## src/rtl/uctl_bank_seq_if.sv

```systemverilog
// Bank-sequencer bus: burst command/status, write/read word streams and one arbiter lane.
// The sequencer takes the slave view; the endpoint data path and memory side take the master view.
interface uctl_bank_seq_if #(
  parameter int ADDR_WIDTH = 16,
  parameter int DATA_WIDTH = 32,
  parameter int LEN_WIDTH  = 10
);
  logic                  seq_start;
  logic [ADDR_WIDTH-1:0] seq_startAddr;
  logic [LEN_WIDTH-1:0]  seq_len;
  logic                  seq_busy;
  logic                  seq_done;
  logic [DATA_WIDTH-1:0] seq_wrData;
  logic                  seq_wrValid;
  logic                  seq_wrReady;
  logic [DATA_WIDTH-1:0] seq_rdData;
  logic                  seq_rdValid;
  logic                  uctl_bankReq;
  logic                  uctl_ack;
  logic [ADDR_WIDTH-1:0] mem_addr;
  logic [DATA_WIDTH-1:0] mem_wrData;
  logic [DATA_WIDTH-1:0] mem_rdData;

  modport slave (
    input  seq_start, seq_startAddr, seq_len, seq_wrData, seq_wrValid, uctl_ack, mem_rdData,
    output seq_busy, seq_done, seq_wrReady, seq_rdData, seq_rdValid, uctl_bankReq, mem_addr, mem_wrData
  );

  modport master (
    output seq_start, seq_startAddr, seq_len, seq_wrData, seq_wrValid, uctl_ack, mem_rdData,
    input  seq_busy, seq_done, seq_wrReady, seq_rdData, seq_rdValid, uctl_bankReq, mem_addr, mem_wrData
  );
endinterface

```

## src/rtl/uctl_bank_seq.sv

```systemverilog
// Per-lane bank sequencer: expands a (start address, word count) burst into single-word arbiter requests.
// One word per granted cycle; read data is returned one cycle after its grant, write data is pulled through a one-word hold register.
module uctl_bank_seq #(
  parameter bit SEQ_WR     = 1'b1,
  parameter int ADDR_WIDTH = 16,
  parameter int DATA_WIDTH = 32,
  parameter int LEN_WIDTH  = 10
) (
  input  logic           uctl_clk,
  input  logic           uctl_rst,
  uctl_bank_seq_if.slave bus
);

  typedef enum logic [1:0] {
    S_IDLE  = 2'd0,
    S_XFER  = 2'd1,
    S_DRAIN = 2'd2,
    S_DONE  = 2'd3
  } state_t;

  state_t                r_state;
  logic [ADDR_WIDTH-1:0] r_addr;
  logic [LEN_WIDTH-1:0]  r_rem;
  logic [LEN_WIDTH-1:0]  r_acc;
  logic [DATA_WIDTH-1:0] r_hold;
  logic [DATA_WIDTH-1:0] r_rd_data;
  logic                  r_hold_vld;
  logic                  r_rd_pend;
  logic                  r_req;
  logic                  r_busy;
  logic                  r_done;

  state_t w_state_nxt;
  logic   w_start;
  logic   w_beat;
  logic   w_last;
  logic   w_wr_rdy;
  logic   w_load;
  logic   w_hold_vld_nxt;

  always_comb begin
    w_start  = (r_state == S_IDLE) && bus.seq_start;
    w_beat   = r_req && bus.uctl_ack;
    w_last   = w_beat && (r_rem == LEN_WIDTH'(1));
    w_wr_rdy = SEQ_WR && (r_state == S_XFER) && (r_acc != '0) && (!r_hold_vld || bus.uctl_ack);
    w_load   = w_wr_rdy && bus.seq_wrValid;
    // a beat and a load in the same cycle leave the hold register full with the new word
    w_hold_vld_nxt = w_load ? 1'b1 : (w_beat ? 1'b0 : r_hold_vld);

    w_state_nxt = r_state;
    unique case (r_state)
      S_IDLE:  if (w_start) w_state_nxt = (bus.seq_len == '0) ? S_DONE : S_XFER;
      S_XFER:  if (w_last)  w_state_nxt = SEQ_WR ? S_DONE : S_DRAIN;
      S_DRAIN: w_state_nxt = S_DONE;
      S_DONE:  w_state_nxt = S_IDLE;
      default: w_state_nxt = S_IDLE;
    endcase
  end

  always_ff @(posedge uctl_clk or posedge uctl_rst) begin
    if (uctl_rst) begin
      r_state    <= S_IDLE;
      r_addr     <= '0;
      r_rem      <= '0;
      r_acc      <= '0;
      r_hold     <= '0;
      r_rd_data  <= '0;
      r_hold_vld <= 1'b0;
      r_rd_pend  <= 1'b0;
      r_req      <= 1'b0;
      r_busy     <= 1'b0;
      r_done     <= 1'b0;
    end else begin
      r_state    <= w_state_nxt;
      r_busy     <= (w_state_nxt != S_IDLE);
      r_done     <= (w_state_nxt == S_DONE);
      r_req      <= (w_state_nxt == S_XFER) && (!SEQ_WR || w_hold_vld_nxt);
      r_hold_vld <= w_hold_vld_nxt;
      r_rd_pend  <= w_beat && !SEQ_WR;

      if (w_start) begin
        r_addr <= bus.seq_startAddr;
        r_rem  <= bus.seq_len;
        r_acc  <= SEQ_WR ? bus.seq_len : '0;
      end else if (w_beat) begin
        r_addr <= r_addr + ADDR_WIDTH'(1);
        r_rem  <= r_rem - LEN_WIDTH'(1);
      end

      // the accept count caps intake at the burst length
      if (w_load) begin
        r_acc  <= r_acc - LEN_WIDTH'(1);
        r_hold <= bus.seq_wrData;
      end

      if (r_rd_pend) begin
        r_rd_data <= bus.mem_rdData;
      end
    end
  end

  assign bus.seq_busy     = r_busy;
  assign bus.seq_done     = r_done;
  assign bus.uctl_bankReq = r_req;
  assign bus.mem_addr     = r_addr;
  assign bus.seq_wrReady  = w_wr_rdy;
  assign bus.mem_wrData   = SEQ_WR ? r_hold : '0;
  assign bus.seq_rdValid  = SEQ_WR ? 1'b0 : r_rd_pend;
  // memory data is forwarded in its strobe cycle and held afterwards
  assign bus.seq_rdData   = SEQ_WR ? '0 : (r_rd_pend ? bus.mem_rdData : r_rd_data);

endmodule

```

## src/flat_wrapper.sv

```systemverilog
// flat-port wrapper written by rule: the top's interface ports become plain ports
module uctl_bank_seq_flat 
#(
  parameter bit SEQ_WR     = 1'b1,
  parameter int ADDR_WIDTH = 16,
  parameter int DATA_WIDTH = 32,
  parameter int LEN_WIDTH  = 10
)
  (uctl_clk, uctl_rst, bus_seq_start, bus_seq_startAddr, bus_seq_len, bus_seq_wrData, bus_seq_wrValid, bus_uctl_ack, bus_mem_rdData, bus_seq_busy, bus_seq_done, bus_seq_wrReady, bus_seq_rdData, bus_seq_rdValid, bus_uctl_bankReq, bus_mem_addr, bus_mem_wrData);
  uctl_bank_seq_if #(.ADDR_WIDTH(ADDR_WIDTH), .DATA_WIDTH(DATA_WIDTH), .LEN_WIDTH(LEN_WIDTH)) bus_i ();
  input  logic uctl_clk;
  input  logic uctl_rst;
  input wire logic [$bits(bus_i.seq_start)-1:0] bus_seq_start;
  input wire logic [$bits(bus_i.seq_startAddr)-1:0] bus_seq_startAddr;
  input wire logic [$bits(bus_i.seq_len)-1:0] bus_seq_len;
  input wire logic [$bits(bus_i.seq_wrData)-1:0] bus_seq_wrData;
  input wire logic [$bits(bus_i.seq_wrValid)-1:0] bus_seq_wrValid;
  input wire logic [$bits(bus_i.uctl_ack)-1:0] bus_uctl_ack;
  input wire logic [$bits(bus_i.mem_rdData)-1:0] bus_mem_rdData;
  output wire logic [$bits(bus_i.seq_busy)-1:0] bus_seq_busy;
  output wire logic [$bits(bus_i.seq_done)-1:0] bus_seq_done;
  output wire logic [$bits(bus_i.seq_wrReady)-1:0] bus_seq_wrReady;
  output wire logic [$bits(bus_i.seq_rdData)-1:0] bus_seq_rdData;
  output wire logic [$bits(bus_i.seq_rdValid)-1:0] bus_seq_rdValid;
  output wire logic [$bits(bus_i.uctl_bankReq)-1:0] bus_uctl_bankReq;
  output wire logic [$bits(bus_i.mem_addr)-1:0] bus_mem_addr;
  output wire logic [$bits(bus_i.mem_wrData)-1:0] bus_mem_wrData;
  assign bus_i.seq_start = bus_seq_start;
  assign bus_i.seq_startAddr = bus_seq_startAddr;
  assign bus_i.seq_len = bus_seq_len;
  assign bus_i.seq_wrData = bus_seq_wrData;
  assign bus_i.seq_wrValid = bus_seq_wrValid;
  assign bus_i.uctl_ack = bus_uctl_ack;
  assign bus_i.mem_rdData = bus_mem_rdData;
  assign bus_seq_busy = bus_i.seq_busy;
  assign bus_seq_done = bus_i.seq_done;
  assign bus_seq_wrReady = bus_i.seq_wrReady;
  assign bus_seq_rdData = bus_i.seq_rdData;
  assign bus_seq_rdValid = bus_i.seq_rdValid;
  assign bus_uctl_bankReq = bus_i.uctl_bankReq;
  assign bus_mem_addr = bus_i.mem_addr;
  assign bus_mem_wrData = bus_i.mem_wrData;
  uctl_bank_seq #(.SEQ_WR(SEQ_WR), .ADDR_WIDTH(ADDR_WIDTH), .DATA_WIDTH(DATA_WIDTH), .LEN_WIDTH(LEN_WIDTH)) u_core (.uctl_clk(uctl_clk), .uctl_rst(uctl_rst), .bus(bus_i));
endmodule
```

## config.mk

```make
export PLATFORM = sky130hd
export DESIGN_NAME = uctl_bank_seq_flat
export DESIGN_NICKNAME = d
export VERILOG_FILES = /design/src/rtl/uctl_bank_seq_if.sv /design/src/rtl/uctl_bank_seq.sv /design/src/flat_wrapper.sv
export SDC_FILE = /design/constraint.sdc
export NUM_CORES = 1
export LEC_CHECK = 0
export CAP_MARGIN = 25
export CORE_MARGIN = 5
export CORE_UTILIZATION = 50
export CTS_CLUSTER_SIZE = 12
export DETAILED_ROUTE_END_ITERATION = 8
export DONT_BUFFER_PORTS = 1
export PLACE_DENSITY_LB_ADDON = 0.3
export SLEW_MARGIN = 20
export SYNTH_ARGS = -nofsm -noshare
export SYNTH_HDL_FRONTEND = slang
export SYNTH_SLANG_ARGS = --single-unit
```

## constraint.sdc

```tcl
create_clock -name uctl_clk -period 6.4 [get_ports uctl_clk]
set_input_delay 1.28 -clock uctl_clk [delete_from_list [all_inputs] [get_ports uctl_clk]]
set_output_delay 1.28 -clock uctl_clk [all_outputs]
set_load 0.03 [all_outputs]
```

==> out/qor.txt <==
WP data arrival: 2040 ps
Most common cell after layout, fill and taps aside: dfrtp_1
First-pass GRT wire length: 13.1 mm
Iteration count of the initial detailed-routing pass: 4
Worst Hold Endpoint: u_core.r_hold_vld
Row cnt: 32
Max rail drop VDD: 0.187 mV
Startpoint type of the worst setup path: flip-flop
Synth warn: 0
Crit path max fanout: 5
Die footprint: 9900 µm²
Worst slew pin tran: 844 ps
Buffers on Ports: 0
Post-Route Skew: 14.2 ps
Required @ worst endpoint: 5120 ps
Chip Width: 99.5 µm
DRT iter0 DRCs: 107
CTS Sinks: 74
Vias in the first global route: 2,548
DP HPWL: 5.96 mm
Leak: 1.83 nW
CTS tree: done
Core Util, Final: 0.546
Total wire length: 8.34 mm
RSZ-0062 raised after global routing: false
Tot Pwr: 2.35 mW
Fin Setup TNS: 0 ps
Cell taking the most area after synthesis: dfrtp_1
Sw frac: 0.438
Switch Pwr: 1.03 mW
Avg WL per Cell: 17.7 µm
Top cell type's share of synthesized area: 0.462
Synth Flop Type: dfrtp_1
Sequential-to-total area share from yosys stat: 0.462
Clk slew on worst S/H paths: 80 ps
Worst Min Path Start: u_core.r_hold_vld
Total core area: 7770 µm²
Worst Reg-to-Reg Cells: 7
Hold crit path type: flip-flop to flip-flop
Slew Limit Fails: 0
Via/cell ratio: 5.44
Share of total power in combinational logic: 0.270
Clock group share of total power: 0.204
Seq pwr share: 0.525
Via count: 2,563
Total GRT Usage: 0.164
Total CTS buffers: 9
Skew-Pair Late Insertion Delay: 340 ps
Worst R2R Start: u_core.r_state[0]
CTS Buffer Depth: 2
Dpl cells: 454
Worst Hold Depth: 1
Setup crit end kind: output pin
Final setup vio count: 0
Ports: 180
Final hold violation count: 0
Max Fclk: 301 MHz
Syn Area/Cell: 11.1 µm²
CTS root buf: clkbuf_8
Fraction of registers with async set/reset: 1.00
Initial core utilization: 0.516
Slew headroom: 0.437
Synthesized flop and latch total: 74
Setup bufs post-CTS: 0
Share of cells above drive strength 1: 0.190
Die Ht: 99.5 µm
Multi-input gate area: 1910 µm²
Minimum clock period: 3320 ps
P_int: 1.32 mW
EDFF count, synth: 0
Diode count: 0
R2r setup slk: 4120 ps
Setup Crit Path Kind: flip-flop to output pin
Nets: 466
Syn Inst Count: 362
R2R Path End: u_core.bus.mem_addr[15]
Placer congestion estimate: 0.864
Htree depth: 3
Area growth from synthesis to layout: 5.90%
P per Cell Area: 554 nW/µm²
Total gr overflow: 0
DRC viols: 0
Max-cap violation count: 0
FF+latch area: 1850 µm²
Initial antenna violation count: 0
Post-CTS resize count: 0
CTS Hold Bufs: 0
Routed Antenna Nets: 0
Netlist cell types: 54
Top post-synthesis cells by area: dfrtp_1 46%, mux2_4 12%, buf_4 6.4%
Non-Filler Instances: 471
Synthesized area: 4010 µm²
Fillers: 706
Commonest non-fill, non-tap cells in the layout: 74 x dfrtp_1, 41 x nand2_1, 33 x conb_1
Tcrit/Tclk final: 0.518
Largest net degree at the start of global routing: 75
Status: complete, no violations
critical path: stages (launching register included):
cell and delay, ps:
dfrtp_1 430, inv_1 80, ha_1 240, nor4b_4 340, nand3_1 260, and3_2 360
per-layer routing:
layer,track usage,up-vias,wire [µm]
met4,0.0620,0,138
met5,0,-,0
li1,-,1199,-
met2,0.254,120,3830
met3,0.0484,13,792
met1,0.219,1231,3580
power groups by stage:
stage               Combinational (mW)  Clock [mW]  Sequential, mW
floorplan                        0.578           0            1.18
global placement                 0.612           0            1.24
detailed placement               0.633           0            1.25
CTS                              0.640       0.492            1.24
global route                     0.707       0.507            1.27
finish                           0.635       0.480            1.23
cell usage after synthesis (2+ instances only):
library cell	number
a22oi_1	2
nor2_1	12
dfrtp_1	74
nor4b_2	2
or3_1	3
nand4_1	5
o221a_2	3
and3_1	4
buf_4	34
nor3_4	2
mux2_4	32
o21ai_0	28
a21oi_1	8
nor4_1	6
o21ai_1	2
and2_1	2
nand2_1	41
xor2_1	11
nand2b_1	2
nand3_1	14
ha_1	7
xnor2_1	12
buf_6	4
o22ai_1	2
a31oi_1	2
nor3_1	5
inv_1	9
clkbuf_1	6
mux2i_1	3
worst max-delay path by stage:
stage / cells past startpoint / endpoint / slack [ps] / start
after global routing: 5 / bus_seq_wrReady / 2930 / u_core.r_acc[0]
after global placement: 2 / bus_seq_wrReady / 3360 / bus_uctl_ack
final: 5 / bus_seq_wrReady / 3080 / u_core.r_acc[0]
after floorplan: 1 / u_core.bus.mem_addr[0] / 3240 / uctl_rst
after CTS: 5 / bus_seq_wrReady / 3060 / u_core.r_acc[0]
after detailed placement: 2 / bus_seq_wrReady / 3350 / bus_uctl_ack
state kept, by name (all words and copies together) (netlist names):
name / count
u_core.r_acc: 10
u_core.bus.mem_wrData: 32
u_core.bus.seq_busy: 1
u_core.r_rem: 10
u_core.r_hold_vld: 1
u_core.r_state: 2
u_core.bus.seq_done: 1
u_core.bus.uctl_bankReq: 1
u_core.bus.mem_addr: 16
layout make-up:
class / instances / area share
multi-input cells: 266 / 0.451
flip-flops and latches: 74 / 0.437
clock inverters: 6 / 0.0324
clock buffers: 10 / 0.0301
well taps: 102 / 0.0301
repair buffers: 4 / 0.0118
inverters: 9 / 0.00796
logic make-up (layout without fill, tap and decap cells):
logic type	count (synthesis)	in the layout	share of synthesized area
xor gates and xnor gates	23	23	0.0503
AOI/OAI and AO/OA	56	56	0.0872
muxes	35	35	0.127
other	1	33	0.000936
and+or+nand+nor	112	112	0.160
buffers and inverters	54	29	0.0900
DFF	74	74	0.462
adders and majority gates	7	7	0.0219
per-stage QoR:
step                      hold slack, ps  cell area, µm²  setup WS, ps
after floorplan                      465            4130          3240
after global placement               483            3950          3360
after detailed placement             491            3950          3350
after CTS                            508            4210          3060
after global routing                 541            4240          2930
final                                504            4240          3080
Note: power is estimated with default switching activity, not from simulation.
